===== src/rtl/fp16_mul_sched_if.sv =====
// Requester/consumer bundle for fp16_mul_sched: per-requester operand handshakes
// in, one ordered result stream out.
interface fp16_mul_sched_if #(
    parameter int NREQ = 4,
    parameter int IDW  = (NREQ > 1) ? $clog2(NREQ) : 1
);
    logic [NREQ-1:0]      req_valid;
    logic [NREQ-1:0]      req_ready;
    logic [16*NREQ-1:0]   req_a;
    logic [16*NREQ-1:0]   req_b;
    logic                 rsp_valid;
    logic                 rsp_ready;
    logic [15:0]          rsp_data;
    logic [IDW-1:0]       rsp_id;

    modport master (
        output req_valid, req_a, req_b, rsp_ready,
        input  req_ready, rsp_valid, rsp_data, rsp_id
    );

    modport slave (
        input  req_valid, req_a, req_b, rsp_ready,
        output req_ready, rsp_valid, rsp_data, rsp_id
    );
endinterface


===== src/rtl/fp16_mul_sched.sv =====
// Round-robin scheduler sharing one external fp16 multiplier among NREQ requesters;
// requester IDs ride a tag pipeline and results land in a credit-protected FWFT FIFO.
module fp16_mul_sched #(
    parameter int NREQ    = 4,
    parameter int MUL_LAT = 2,
    parameter int DEPTH   = 4
) (
    input  logic                 clk,
    input  logic                 rst_n,
    fp16_mul_sched_if.slave      bus,
    output logic [15:0]          mul_a,
    output logic [15:0]          mul_b,
    output logic                 mul_valid,
    input  logic [15:0]          mul_result,
    output logic                 busy
);
    localparam int IDW = (NREQ > 1) ? $clog2(NREQ) : 1;
    localparam int PW  = $clog2(DEPTH);
    localparam int CW  = PW + 1;

    logic [IDW-1:0] rr_ptr;
    logic [IDW-1:0] grant;
    logic [IDW-1:0] cand;
    logic           found;
    logic           can_issue;
    logic           hs;
    logic           wr_en;
    logic           pop;

    logic [CW-1:0]  inflight;
    logic [CW-1:0]  count;
    logic [CW-1:0]  inflight_nxt;
    logic [CW-1:0]  count_nxt;
    logic [PW-1:0]  wr_ptr;
    logic [PW-1:0]  rd_ptr;

    logic [15:0]    a_arr [NREQ];
    logic [15:0]    b_arr [NREQ];

    logic           tag_v  [MUL_LAT+1];
    logic [IDW-1:0] tag_id [MUL_LAT+1];

    logic [IDW+15:0] mem [DEPTH];
    logic [IDW+15:0] head;

    for (genvar i = 0; i < NREQ; i++) begin : g_unpack
        assign a_arr[i] = bus.req_a[16*i +: 16];
        assign b_arr[i] = bus.req_b[16*i +: 16];
    end

    // First valid requester at or after rr_ptr, wrapping modulo NREQ.
    always_comb begin
        grant = '0;
        found = 1'b0;
        cand  = '0;
        for (int unsigned k = 0; k < NREQ; k++) begin
            cand = IDW'((32'(rr_ptr) + k) % NREQ);
            if (!found && bus.req_valid[cand]) begin
                found = 1'b1;
                grant = cand;
            end
        end
    end

    // Credit covers everything not yet popped, so the FIFO can never overflow.
    assign can_issue = ({1'b0, inflight} + {1'b0, count}) < (CW+1)'(DEPTH);
    assign hs        = rst_n & found & can_issue;

    always_comb begin
        bus.req_ready = '0;
        if (hs) begin
            bus.req_ready[grant] = 1'b1;
        end
    end

    assign wr_en         = tag_v[MUL_LAT];
    assign bus.rsp_valid = (count != '0);
    assign pop           = bus.rsp_valid & bus.rsp_ready;
    assign inflight_nxt  = inflight + CW'(hs) - CW'(wr_en);
    assign count_nxt     = count + CW'(wr_en) - CW'(pop);

    always_ff @(posedge clk) begin
        if (!rst_n) begin
            rr_ptr    <= '0;
            mul_a     <= '0;
            mul_b     <= '0;
            mul_valid <= 1'b0;
            inflight  <= '0;
            count     <= '0;
            wr_ptr    <= '0;
            rd_ptr    <= '0;
            busy      <= 1'b0;
            for (int unsigned k = 0; k < MUL_LAT + 1; k++) begin
                tag_v[k]  <= 1'b0;
                tag_id[k] <= '0;
            end
        end else begin
            mul_valid <= hs;
            if (hs) begin
                mul_a  <= a_arr[grant];
                mul_b  <= b_arr[grant];
                rr_ptr <= (grant == IDW'(NREQ - 1)) ? '0 : grant + 1'b1;
            end
            tag_v[0]  <= hs;
            tag_id[0] <= grant;
            for (int unsigned k = 1; k < MUL_LAT + 1; k++) begin
                tag_v[k]  <= tag_v[k-1];
                tag_id[k] <= tag_id[k-1];
            end
            if (wr_en) begin
                wr_ptr <= wr_ptr + 1'b1;
            end
            if (pop) begin
                rd_ptr <= rd_ptr + 1'b1;
            end
            inflight <= inflight_nxt;
            count    <= count_nxt;
            busy     <= (inflight_nxt != '0) || (count_nxt != '0);
        end
    end

    always_ff @(posedge clk) begin
        if (rst_n && wr_en) begin
            mem[wr_ptr] <= {tag_id[MUL_LAT], mul_result};
        end
    end

    // Head is forced to zero when empty so stale entries never show after reset.
    assign head         = mem[rd_ptr];
    assign bus.rsp_data = bus.rsp_valid ? head[15:0] : '0;
    assign bus.rsp_id   = bus.rsp_valid ? head[IDW+15:16] : '0;

    a_no_overflow: assert property (@(posedge clk) disable iff (!rst_n) count <= CW'(DEPTH));
endmodule

===== src/flat_wrapper.sv =====
// flat-port wrapper written by rule: the top's interface ports become plain ports
module fp16_mul_sched_flat 
#(
    parameter int NREQ    = 4,
    parameter int MUL_LAT = 2,
    parameter int DEPTH   = 4
)
  (clk, rst_n, mul_a, mul_b, mul_valid, mul_result, busy, bus_req_valid, bus_req_a, bus_req_b, bus_rsp_ready, bus_req_ready, bus_rsp_valid, bus_rsp_data, bus_rsp_id);
  fp16_mul_sched_if #(.NREQ(NREQ)) bus_i ();
  input  logic clk;
  input  logic rst_n;
  output logic [15:0] mul_a;
  output logic [15:0] mul_b;
  output logic mul_valid;
  input  logic [15:0] mul_result;
  output logic busy;
  input wire logic [$bits(bus_i.req_valid)-1:0] bus_req_valid;
  input wire logic [$bits(bus_i.req_a)-1:0] bus_req_a;
  input wire logic [$bits(bus_i.req_b)-1:0] bus_req_b;
  input wire logic [$bits(bus_i.rsp_ready)-1:0] bus_rsp_ready;
  output wire logic [$bits(bus_i.req_ready)-1:0] bus_req_ready;
  output wire logic [$bits(bus_i.rsp_valid)-1:0] bus_rsp_valid;
  output wire logic [$bits(bus_i.rsp_data)-1:0] bus_rsp_data;
  output wire logic [$bits(bus_i.rsp_id)-1:0] bus_rsp_id;
  assign bus_i.req_valid = bus_req_valid;
  assign bus_i.req_a = bus_req_a;
  assign bus_i.req_b = bus_req_b;
  assign bus_i.rsp_ready = bus_rsp_ready;
  assign bus_req_ready = bus_i.req_ready;
  assign bus_rsp_valid = bus_i.rsp_valid;
  assign bus_rsp_data = bus_i.rsp_data;
  assign bus_rsp_id = bus_i.rsp_id;
  fp16_mul_sched #(.NREQ(NREQ), .MUL_LAT(MUL_LAT), .DEPTH(DEPTH)) u_core (.clk(clk), .rst_n(rst_n), .bus(bus_i), .mul_a(mul_a), .mul_b(mul_b), .mul_valid(mul_valid), .mul_result(mul_result), .busy(busy));
endmodule

===== config.mk =====
export PLATFORM = sky130hd
export DESIGN_NAME = fp16_mul_sched_flat
export DESIGN_NICKNAME = d
export VERILOG_FILES = /design/src/rtl/fp16_mul_sched_if.sv /design/src/rtl/fp16_mul_sched.sv /design/src/flat_wrapper.sv
export SDC_FILE = /design/constraint.sdc
export NUM_CORES = 1
export LEC_CHECK = 0
export ABC_AREA = 1
export BUFFER_PORTS_ARGS = -buffer_cell sky130_fd_sc_hd__buf_2
export CORE_MARGIN = 4
export CORE_UTILIZATION = 30
export DETAILED_ROUTE_END_ITERATION = 8
export PLACE_DENSITY = 0.63
export SYNTH_ARGS = -nofsm -noshare
export SYNTH_HDL_FRONTEND = slang
export SYNTH_SLANG_ARGS = --single-unit

===== constraint.sdc =====
create_clock -name clk -period 3.41 [get_ports clk]
set_input_delay 0.682 -clock clk [delete_from_list [all_inputs] [get_ports clk]]
set_output_delay 0.682 -clock clk [all_outputs]
set_load 0.05 [all_outputs]

=== After elaboration in Yosys (flattened, before gate mapping) ===
Memories as Yosys holds them, arrays and structs flattened. A register that Yosys moved wholly into a read port is not among the register bits.
Cells that the tools add are included.

* Flip-flop bits (word level): 46
* Latch bits: 0
* Bits in writable memories: 81
* ROM bits: 0
* Input port bits: 151
* Output and inout bits: 57
* Logic and storage cells: 94
* Memories: 3

* Add/subtract/negate cells: 11
* $mul: 0
* Div/mod/pow operators: 0
* $lt $le $gt $ge: 8
* Equality and inequality tests: 1
* Shifts and indexed selects: 0
* Multiplexer cells: 40
* Bitwise operators: 10
* Reductions and logical operators: 12

{| class="wikitable"
|+ Memory list
! memory !! depth !! bits a word !! read ports !! clocked after memory_dff !! wr ports !! RTL line !! RTL
|-
| u_core.mem || 4 || 18 || 1 || 1 || 1 || fp16_mul_sched.sv:43 || <nowiki>logic [IDW+15:0] mem [DEPTH];</nowiki>
|-
| u_core.tag_id || 3 || 2 || 3 || 0 || 3 || fp16_mul_sched.sv:41 || <nowiki>logic [IDW-1:0] tag_id [MUL_LAT+1];</nowiki>
|-
| u_core.tag_v || 3 || 1 || 3 || 0 || 3 || fp16_mul_sched.sv:40 || <nowiki>logic tag_v [MUL_LAT+1];</nowiki>
|}

{| class="wikitable"
|+ Operators with widths
! cell !! number
|-
| $mux 16 || 5
|-
| $bmux 16 s2 || 2
|-
| $mux 2 || 11
|-
| $mux 1 || 16
|-
| $lt 2x3->1 const B || 5
|-
| $reduce_bool 3->1 || 3
|-
| $add 2x1->2 const B || 4
|-
| $bmux 1 s2 || 4
|-
| $add 3x1->3 || 2
|-
| $or 1x1->1 || 6
|-
| $sub 3x1->3 || 2
|-
| $logic_and 1x1->1 || 5
|-
| $add 2x2->2 const B || 2
|-
| $add 3x3->4 || 1
|-
| $lt 4x3->1 const B || 1
|-
| $mux 4 || 1
|-
| $and 1x1->1 || 3
|-
| $ge 3x3->1 const B || 1
|-
| $logic_not 1->1 || 3
|-
| $not 2->3 || 1
|-
| $demux 1 s2 || 1
|-
| $eq 2x2->1 const B || 1
|-
| $ge 2x1->1 const B || 1
|-
| $logic_or 1x1->1 || 1
|}

=== Depth between registers and ports, before layout ===
Gate-level depths: netlist (run 1).

* Depth after elaboration: 18
* Gate-level depth with buffers: 16
* Gate-level depth less buffers: 16

=== Least setup slack after synthesis (run 1) ===
No wires, ideal clock.

* Kind: in2out
* Start: input port bus_req_valid[3]
* End: output port bus_req_ready[3]
* Arrival time: 2.472 ns
* Data required time: 2.728 ns
* Setup slack: 0.256 ns
* Stages on the path: 13
* Buffers on the path: 1
* Path through: inv_1 nand2_1 nand3_1 nand2_1 nor2_4 nand3_1 nand3_1 nand2_2 inv_2 buf_4 ha_1 inv_1 nor2_1

* Cells in the longest elaborated chain, start to end: 17
* Elaborated cells between the ends (all ways): 30
* Those cells by class: 2 x order compare; 19 x mux; 2 x bitwise; 7 x reduce/logical

{| class="wikitable"
|+ RTL lines
! what !! RTL line !! RTL
|-
| start, declared || flat_wrapper.sv:17 || <nowiki>input wire logic [$bits(bus_i.req_valid)-1:0] bus_req_valid;</nowiki>
|-
| $bmux 1 s2 || fp16_mul_sched.sv:58 || <nowiki>if (!found && bus.req_valid[cand]) begin</nowiki>
|-
| $mux 1 (not written as such) || fp16_mul_sched.sv:58 ||
|-
| $mux 1 || fp16_mul_sched.sv:58 ||
|-
| $logic_not 1->1 || fp16_mul_sched.sv:58 ||
|-
| $logic_and 1x1->1 || fp16_mul_sched.sv:58 ||
|-
| $mux 1 || fp16_mul_sched.sv:58 ||
|-
| $logic_not 1->1 || fp16_mul_sched.sv:58 ||
|-
| $logic_and 1x1->1 || fp16_mul_sched.sv:58 ||
|-
| (+2 left out) || - ||
|-
| $logic_and 1x1->1 || fp16_mul_sched.sv:58 ||
|-
| $mux 2 * || fp16_mul_sched.sv:58 ||
|-
| net u_core.grant[1] || fp16_mul_sched.sv:22 || <nowiki>logic [IDW-1:0] grant;</nowiki>
|-
| $lt 2x3->1 (not written as such) or $ge 2x1->1 (tied branches) || fp16_mul_sched.sv:72 || <nowiki>bus.req_ready[grant] = 1'b1;</nowiki>
|-
| $logic_and 1x1->1 (not written as such) || fp16_mul_sched.sv:72 ||
|-
| $mux 1 (not written as such) || fp16_mul_sched.sv:72 ||
|-
| $demux 1 s2 * || - ||
|-
| $mux 4 * || fp16_mul_sched.sv:71 || <nowiki>if (hs) begin</nowiki>
|-
| end, declared || flat_wrapper.sv:21 || <nowiki>output wire logic [$bits(bus_i.req_ready)-1:0] bus_req_ready;</nowiki>
|}

Mark *: on every way through the listed nets, which the timed path passes. The rest lies on a longest branch. The select of a mux whose other input is x is not followed.

=== Worst setup path in the final report (run 1) ===
* Start: register u_core.rr_ptr[0]
* End: output port bus_req_ready[3]

* Cells in the longest elaborated chain, start to end: 17
* Elaborated cells between the ends (all ways): 33
* Those cells by class: 3 x add/sub; 2 x order compare; 19 x mux; 2 x bitwise; 7 x reduce/logical

{| class="wikitable"
|+ RTL lines
! what !! RTL line !! RTL
|-
| start, declared || fp16_mul_sched.sv:21 || <nowiki>logic [IDW-1:0] rr_ptr;</nowiki>
|-
| start signal, assigned || fp16_mul_sched.sv:102 || <nowiki>rr_ptr <= (grant == IDW'(NREQ - 1)) ? '0 : grant + 1'b1;</nowiki>
|-
| parallel branches: the longest is 16 deep, another holds $lt 2x3->1 || - ||
|-
| $mux 4 * || fp16_mul_sched.sv:71 ||
|}

Mark *: on every way between the ends. The select of a mux whose other input is x is not followed.

==> results.json, run 1 <==
{
  "rows": 56,
  "fp.dieH_um": 162,
  "max_freq_mhz": 324,
  "antenna_found_initial": 3,
  "swShare": 0.495,
  "power_frac_comb": 0.527,
  "yosysMostFrequentCell": "inv_1",
  "grt_max_degree": 65,
  "die-width_um": 162,
  "crit_required_ns": 2.73,
  "synthesis.nets": 1125,
  "hold_depth": 2,
  "drt_wl_total_um": 20400,
  "first_iter_violations": 383,
  "insertion_delay_ns": 0.41,
  "min_from": "u_core.tag_id[0][2]",
  "port_buffers": 207,
  "hold_class": "reg2reg",
  "netSwitchingPower_uw": 4290,
  "r2r-start": "u_core.rr_ptr[0]",
  "cp-end-kind": "output pin",
  "fin_area_um2": 9030,
  "core_area_um2": 23500,
  "vdd_drop_max_mv": 0.544,
  "critPathMaxFanout": 11,
  "cts_buffers": 17,
  "clock-root-buffer": "clkbuf_16",
  "cts_max_path_buffers": 2,
  "synthFlopType": "edfxtp_1",
  "yosysTopAreaCell": "edfxtp_1",
  "grt.overflow.total": 0,
  "synth_area_per_cell_um2": 7.46,
  "setup_viol": 0,
  "reg2reg_depth": 14,
  "cts_tree": "done",
  "htree_num_levels": 4,
  "regToRegSetupSlack_ns": 0.64,
  "r2r_end": "u_core.busy",
  "finalSetupTns_ns": 0,
  "cts.sinks": 128,
  "syn2layout_area_growth_pct": 26.5,
  "ant_nets": 0,
  "power_density_nw_per_um2": 959,
  "dieArea_um2": 26300,
  "ys_types": 28,
  "vias": 6640,
  "io_pins": 208,
  "placed_cell_area_um2": 8390,
  "fin_crit_sh": 0.904,
  "drt-vias-per-instance": 4.49,
  "dr.pass1.iters": 6,
  "cap_violations": 0,
  "yosysWarningCount": 0,
  "rsz0062_at_grt": "false",
  "postCtsHoldBufs": 0,
  "ys_seq_area_frac": 0.460,
  "nFillCells": 2403,
  "dpl.hpwl_um": 14000,
  "grt_pass1_wl_um": 32000,
  "post_cts_buffers": 0,
  "nets": 1314,
  "drive_gt1_frac": 0.236,
  "cts-resized-gates": 0,
  "finClkSkew_ns": 0.0124,
  "grt_pass1_vias": 6331,
  "leakage_uw": 0.00476,
  "worst_slew_pin_slew_ns": 0.715,
  "period_needed_ns": 3.08,
  "finalWeightedCongestion": 0.867,
  "pwr-share-seq": 0.242,
  "final-hold-violation-count": 0,
  "ys_async_sr_fraction": 0,
  "status": "complete, no violations",
  "worstSetupStartpointType": "flop",
  "start_util": 0.304,
  "post_drt_wl_per_cell_um": 13.8,
  "track_usage": 0.152,
  "ys_ff_latch": 128,
  "synthTopCellsByCount": "inv_1, nor2_1, nand2_1, nand3_1, edfxtp_1",
  "synthTopCellsByArea": "edfxtp_1, dfxtp_1, inv_1",
  "drc": 0,
  "syn_inst": 958,
  "clk_pin_slew_worst_paths_ns": 0.07,
  "syn_area_um2": 7140,
  "cp.arrival_ns": 2.40,
  "worstSetupPathType": "reg2out",
  "p_clk_frac": 0.230,
  "yosys.area.top_type_share": 0.303,
  "hold_end": "u_core.tag_id[0][4]",
  "max_slew_margin": 0.523,
  "p_int_uw": 4370,
  "synth_edf_count": 72,
  "slew_viol_final": 0
}
[through the flow]
step / total power [uW] / utilization / setup slack (ns) / instances / hold WS (ns)
6_report: 8670 / 0.385 / 0.328 / 1480 / 0.410
5_1_grt: 9290 / 0.385 / 0.0426 / 1480 / 0.447
4_1_cts: 8750 / 0.385 / 0.144 / 1479 / 0.414
3_5_place_dp: 6710 / 0.357 / 0.400 / 1447 / 0.400
3_3_place_gp: 6670 / 0.357 / 0.510 / 1447 / 0.394
2_1_floorplan: 5670 / - / 0.256 / 958 / 0.390
[cell usage in the layout, fill, tap and decap left out, drive strengths merged]
| cell | n |
|---|---|
| nor3 | 1 |
| dfxtp | 56 |
| nor4 | 1 |
| clkinv | 4 |
| buf | 228 |
| nand3 | 106 |
| edfxtp | 72 |
| a21oi | 25 |
| ha | 14 |
| bufinv | 4 |
| o21ai | 43 |
| clkbuf | 17 |
| inv | 214 |
| fa | 2 |
| diode | 1 |
| xor2 | 2 |
| xnor2 | 2 |
| nor2 | 151 |
| nand4 | 65 |
| nand2 | 151 |
| a31oi | 2 |
[sequential cells by signal, summed over array words and instances (netlist names), named ones only]
signal           flops
u_core.rd_ptr        2
u_core.tag_id        6
u_core.mem          72
u_core.inflight      3
u_core.tag_v         3
u_core.busy          1
u_core.rr_ptr        2
u_core.wr_ptr        2
u_core.count         3
u_core.mul_b        16
u_core.mul_a        16
[area by class of cell]
class / count / area (um2) / area share
inverter: 207 / 777 / 0.0860
clock inverter: 15 / 218 / 0.0241
antenna: 1 / 2.50 / 0.000277
timing repair buffer: 228 / 1190 / 0.132
clock buffer: 17 / 425 / 0.0471
multi-input combinational: 565 / 2740 / 0.303
sequential: 128 / 3280 / 0.364
tap: 319 / 399 / 0.0442
[power by group through the flow]
stage	combinational, uW	sequential [uW]	clock [uW]
floorplan	2830	2840	0
detailed placement	4580	2130	0
global route	5040	2130	2120
CTS	4590	2100	2050
global placement	4540	2130	0
finish	4570	2100	2000
[logic make-up (layout without fill, tap and decap cells)]
logic type      Yosys count  count (layout)  share of synthesized area
xor+xnor                  4               4                    0.00491
buf+inv                 265             467                      0.159
compound gates           70              70                     0.0494
simple gates            475             475                      0.297
flops                   128             128                      0.460
fa+ha+maj                16              16                     0.0301
other cells               0               1                          0
[worst max-delay path, stage by stage, from the launching register on]
cell and delay (ns):
dfxtp_2 0.45, inv_2 0.13, nand2_1 0.08, nand2_1 0.11, nand2_1 0.09, nand2_1 0.08
nor2_4 0.14, nand3_1 0.09, nand3_1 0.09, nand2_2 0.10, inv_2 0.08, ha_1 0.14
inv_1 0.05, nor2_1 0.09, buf_2 0.26
[how the worst max path moves through the flow]
stage,startpoint,to,slack [ns],depth (start not counted)
after floorplan,bus_req_valid[3],bus_req_ready[3],0.26,13
after global placement,bus_req_valid[1],u_core.busy,0.51,14
after detailed placement,bus_req_valid[1],u_core.busy,0.40,14
after CTS,u_core.rr_ptr[0],bus_req_ready[3],0.14,14
after global routing,u_core.rr_ptr[0],bus_req_ready[3],0.04,14
final,u_core.rr_ptr[0],bus_req_ready[3],0.33,14
[per-layer routing]
metal	track usage	vias to the layer above	part of all wire	wire length (um)
met5	0	-	0.0017	34
met1	0.188	2937	0.43	8730
met2	0.253	257	0.47	9530
met4	0.0542	4	0.019	378
li1	-	3408	-	-
met3	0.0454	34	0.083	1700
(Power assumes the default switching activity.)
==> inputs of run 2 (changes only) <==
clock period = 2.95 ns   (was 3.41 ns; I/O delays follow)
==> run 2 against run 1 <==
Global-route usage is 0.20 points higher. Non-clock buffer count is 4 higher. Sequential share of layout area is 0.34 points lower. Combinational power is 19% higher. Total power is 17% higher. Die area stayed put. Count of clock-buffer cells in the layout stayed put. Critical path depth stayed put. Sequential power is 16% higher. Critical path type unchanged. Largest cell class unchanged. Highest routed layer unchanged.
==> results.json, run 2 (synthesis gave the netlist of run 1 again) <==
{
  "ant_nets": 0,
  "cap_violations": 0,
  "max_freq_mhz": 359,
  "regToRegSetupSlack_ns": 0.38,
  "grt_pass1_vias": 6305,
  "layout_commonest_cell": "buf_2",
  "worstSetupStartpointType": "flop",
  "pwr-share-seq": 0.242,
  "reg2reg_depth": 14,
  "grt.overflow.total": 0,
  "fin_area_um2": 9140,
  "final_util": 0.389,
  "nets": 1318,
  "largest_register_ffs": 72,
  "hold_depth": 1,
  "drc": 0,
  "period_needed_ns": 2.79,
  "finClkSkew_ns": 0.00965,
  "dr.pass1.iters": 4,
  "antenna_found_initial": 6,
  "cts_tree": "done",
  "rows": 56,
  "grt_max_degree": 65,
  "r2r-start": "u_core.rr_ptr[0]",
  "drive_gt1_frac": 0.243,
  "vdd_drop_max_mv": 0.608,
  "cts_buffers": 17,
  "port_buffers": 207,
  "drt-vias-per-instance": 4.55,
  "hold_end": "u_core.mem[3][1]",
  "slew_viol_final": 0,
  "cp-end-kind": "output pin",
  "fin_crit_sh": 0.944,
  "grt_pass1_wl_um": 32100,
  "placed_cell_area_um2": 8430,
  "max_flop_register": "u_core.mem",
  "reg_top3": "u_core.mem (72), u_core.mul_a (16), u_core.mul_b (16)",
  "drt_wl_total_um": 20700,
  "syn2layout_area_growth_pct": 27.9,
  "max_slew_margin": 0.502,
  "setup_viol": 0,
  "leakage_uw": 0.00479,
  "clk_pin_slew_worst_paths_ns": 0.06,
  "worst_slew_pin_slew_ns": 0.747,
  "critPathMaxFanout": 7,
  "cts.sinks": 128,
  "min_from": "mul_result[1]",
  "cts_max_path_buffers": 2,
  "track_usage": 0.154,
  "dieArea_um2": 26300,
  "post_drt_wl_per_cell_um": 13.9,
  "io_pins": 208,
  "finalWeightedCongestion": 0.832,
  "p_int_uw": 5140,
  "worstSetupPathType": "reg2out",
  "finalSetupTns_ns": 0,
  "dpl.hpwl_um": 14300,
  "htree_num_levels": 4,
  "p_clk_frac": 0.222,
  "swShare": 0.492,
  "first_iter_violations": 401,
  "final-hold-violation-count": 0,
  "fp.dieH_um": 162,
  "status": "complete, no violations",
  "hold_class": "in2reg",
  "cp.arrival_ns": 2.20,
  "core_area_um2": 23500,
  "netSwitchingPower_uw": 4970,
  "r2r_end": "u_core.busy",
  "clock-root-buffer": "clkbuf_16",
  "die-width_um": 162,
  "rsz0062_at_grt": "true",
  "power_density_nw_per_um2": 1110,
  "layout_common_cells": "buf_2, inv_1, nor2_1",
  "crit_required_ns": 2.36,
  "insertion_delay_ns": 0.41,
  "vias": 6752,
  "power_frac_comb": 0.536,
  "start_util": 0.304
}
-- run 2: cell count changes in the layout (fill, tap and decap cells not counted), moves of 2 or more --
cell,previous run,this run
buf_2,207,203
buf_6,0,3
buf_12,0,2
buf_4,21,23
dfxtp_4,0,2
inv_8,2,0
nand3_1,103,101
nor2_1,150,148
nor2_2,0,2
-- run 2: layout make-up --
type	instances	area [um2]
diodes	2	5.00
clock buffers	17	425
clock inverters	15	203
fillers	2481	14300
inverters	207	779
multi-input cells	565	2770
flip-flops and latches	128	3290
well taps	319	399
repair buffers	232	1270
-- run 2: worst max-delay path, cell delays in order, from the launching register on --
cell	delay (ns)
dfxtp_4	0.37
buf_4	0.16
nand2_1	0.05
nand2_1	0.05
nand2_1	0.07
nand2_1	0.08
nor2_4	0.18
nand3_2	0.09
nand3_2	0.09
nand2_4	0.07
inv_2	0.08
ha_1	0.13
inv_1	0.06
nor2_2	0.12
buf_6	0.16
-- run 2: power groups by stage --
| stage | clock [uW] | combinational, uW | sequential (uW) |
|---|---|---|---|
| 2_1_floorplan | 0 | 3280 | 3290 |
| 3_3_place_gp | 0 | 5320 | 2470 |
| 3_5_place_dp | 0 | 5370 | 2480 |
| 4_1_cts | 2300 | 5390 | 2450 |
| 5_1_grt | 2370 | 5970 | 2490 |
| 6_report | 2240 | 5420 | 2440 |
-- run 2: worst max path at each step --
stage / from / end / cells after the start
after floorplan: bus_req_valid[3] / bus_req_ready[0] / 11
after global placement: bus_req_valid[1] / u_core.busy / 14
after detailed placement: bus_req_valid[1] / u_core.busy / 14
after CTS: u_core.rr_ptr[0] / bus_req_ready[3] / 13
after global routing: u_core.rr_ptr[0] / bus_req_ready[1] / 14
final: u_core.rr_ptr[0] / bus_req_ready[3] / 14
-- run 2: timing repair --
item	4_1_cts	5_1_grt
gates cloned	0	0
buffers inserted	0	2
endpoints found under the setup margin	4	4
gates resized for setup	3	17
hold buffers	0	0
endpoints found under the hold margin	0	0
pin swaps	0	2
-- run 2: layer usage --
metal / global-route usage / wire, um
met1: 0.189 / 8860
met2: 0.253 / 9710
met4: 0.0565 / 379
met5: 0 / 63
met3: 0.0502 / 1650
-- run 2: per-stage QoR --
stage | total power [uW] | worst slack (ns) | hold WS, ns | instances
global route | 10800 | -0.0182 | 0.377 | 1484
finish | 10100 | 0.164 | 0.394 | 1485
global placement | 7790 | 0.189 | 0.393 | 1449
detailed placement | 7850 | 0.143 | 0.399 | 1449
floorplan | 6560 | 0.0249 | 0.390 | 958
CTS | 10100 | 0.0208 | 0.375 | 1481
==> inputs of run 3 (changes only) <==
CELL_PAD_IN_SITES_DETAIL_PLACEMENT = 1   (was default)
CELL_PAD_IN_SITES_GLOBAL_PLACEMENT = 1   (was default)
PLACE_DENSITY = 0.79   (was 0.63)
clock period = 2.9 ns   (was 2.95 ns; I/O delays follow)
==> run 3 against run 2 <==
Cell area increased by 0.25%. Global-route usage rose by 2.8 points. Sequential cell count did not move. Sequential share of layout area fell by 0.089 points. Clock skew grew 0.0065 ns. Total power grew 2.6%. Die area unchanged. Largest power group unchanged.
==> results.json, run 3 (synthesis gave the netlist of run 1 again) <==
{
  "post_drt_wl_per_cell_um": 16.2,
  "placed_cell_area_um2": 8410,
  "start_util": 0.304,
  "max_freq_mhz": 349,
  "worstSetupStartpointType": "flop",
  "power_density_nw_per_um2": 1130,
  "hold_depth": 1,
  "preCtsSetupSlack_ns": 0.00503,
  "fp.dieH_um": 162,
  "grt.overflow.total": 0,
  "final-hold-violation-count": 0,
  "drt-vias-per-instance": 4.76,
  "finalWeightedCongestion": 0.817,
  "dpl.cell_count": 1449,
  "worstSetupPathType": "reg2out",
  "first_iter_violations": 317,
  "rsz0062_at_grt": "true",
  "setup_viol": 0,
  "finClkSkew_ns": 0.0161,
  "max_slew_margin": 0.526,
  "syn2layout_area_growth_pct": 28.2,
  "insertion_delay_ns": 0.41,
  "die-width_um": 162,
  "cp-end-kind": "output pin",
  "grt_max_degree": 65,
  "max_flop_register": "u_core.mem",
  "layout_commonest_cell": "buf_2",
  "fin_area_um2": 9160,
  "cts_tree": "done",
  "dieArea_um2": 26300,
  "nets": 1322,
  "largest_register_ffs": 72,
  "nFillCells": 2946,
  "rows": 56,
  "vdd_drop_max_mv": 0.519,
  "r2r_end": "u_core.busy",
  "status": "complete, no violations",
  "hold_end": "u_core.mem[0][7]",
  "reg2reg_depth": 13,
  "dr.pass1.iters": 5,
  "slew_viol_final": 0,
  "hold_class": "in2reg",
  "cts_max_path_buffers": 2,
  "num_antenna_cells": 0,
  "leakage_uw": 0.00479,
  "clock-root-buffer": "clkbuf_16",
  "holdWs_ns": 0.381,
  "reg_top3": "u_core.mem (72), u_core.mul_a (16), u_core.mul_b (16)",
  "ant_nets": 0,
  "min_from": "mul_result[7]",
  "drive_gt1_frac": 0.256,
  "io_pins": 208,
  "period_needed_ns": 2.86,
  "port_buffers": 207,
  "cap_violations": 0,
  "fin_crit_sh": 0.988,
  "fin_cells": 1487,
  "regToRegSetupSlack_ns": 0.22,
  "critPathMaxFanout": 6,
  "cp.arrival_ns": 2.28,
  "dpl.hpwl_um": 16600,
  "drc": 0,
  "cts.sinks": 128,
  "grt_pass1_wl_um": 38100,
  "clk_pin_slew_worst_paths_ns": 0.07,
  "grt_pass1_vias": 7275,
  "final_util": 0.390,
  "drt_wl_total_um": 24100,
  "layout_common_cells": "buf_2, inv_1, nor2_1",
  "crit_required_ns": 2.32,
  "track_usage": 0.183,
  "core_area_um2": 23500,
  "antenna_found_initial": 5,
  "r2r-start": "u_core.count[2]",
  "htree_num_levels": 4,
  "worst_slew_pin_slew_ns": 0.712,
  "cts_buffers": 17,
  "setup_ws_ns": 0.0359,
  "vias": 7073
}
==> run 3: changes by cell type in the layout (fill, tap and decap cells not counted), sizes merged <==
cell	previous run	this run
buf	231	235
diode	2	0
inv	212	213
bufinv	4	3
clkinv	5	4
clkinvlp	1	2
==> run 3: where the power goes <==
part	total [uW]	internal (uW)	switching, uW
Combinational	5590	1500	4090
Sequential	2480	2270	210
Clock	2300	1390	914
Total	10400	5160	5210
==> run 3: area by class of cell <==
cell class	instances	area [um2]	share of cell area
Sequential cell	128	3290	0.359
Multi-Input combinational cell	565	2780	0.304
Timing Repair Buffer	236	1280	0.140
Inverter	207	786	0.0858
Clock buffer	17	425	0.0464
Tap cell	319	399	0.0436
Clock inverter	15	198	0.0216
==> run 3: metal layers <==
layer | wire length, um | track usage
met1 | 9790 | 0.219
met2 | 12200 | 0.316
met3 | 1510 | 0.0513
met4 | 525 | 0.0611
met5 | 81 | 0
==> run 3: critical path, cell delays in order (launching register included) <==
cell and delay (ns):
dfxtp_4 0.42, buf_6 0.13, nand2_1 0.08, nand3_1 0.11, nand2_1 0.08, inv_1 0.14
nand3_2 0.09, nand3_1 0.09, nand2_2 0.11, inv_2 0.09, ha_1 0.14, inv_1 0.06
nor2_2 0.14, buf_6 0.18
==> run 3: worst max path at each step <==
| stage | startpoint | endpoint |
|---|---|---|
| detailed placement | bus_req_valid[1] | u_core.busy |
| global route | u_core.rr_ptr[0] | bus_req_ready[2] |
| finish | u_core.rr_ptr[0] | bus_req_ready[2] |
| global placement | bus_req_valid[1] | u_core.busy |
| CTS | u_core.rr_ptr[0] | bus_req_ready[3] |
| floorplan | bus_req_valid[3] | bus_req_ready[3] |
==> run 3: timing repair <==
action	4_1_cts	5_1_grt
gates resized for setup	8	19
gates cloned	0	0
pin swaps	2	10
setup endpoints to repair	4	7
setup buffers	2	4
hold endpoints to repair	0	0
hold buffers	0	0
==> run 3: metrics by stage <==
step / total power [uW] / TNS, ns
finish: 10400 / 0
global route: 11200 / -0.162
CTS: 10400 / -0.00481
detailed placement: 8010 / 0
global placement: 7880 / 0
floorplan: 6680 / 0
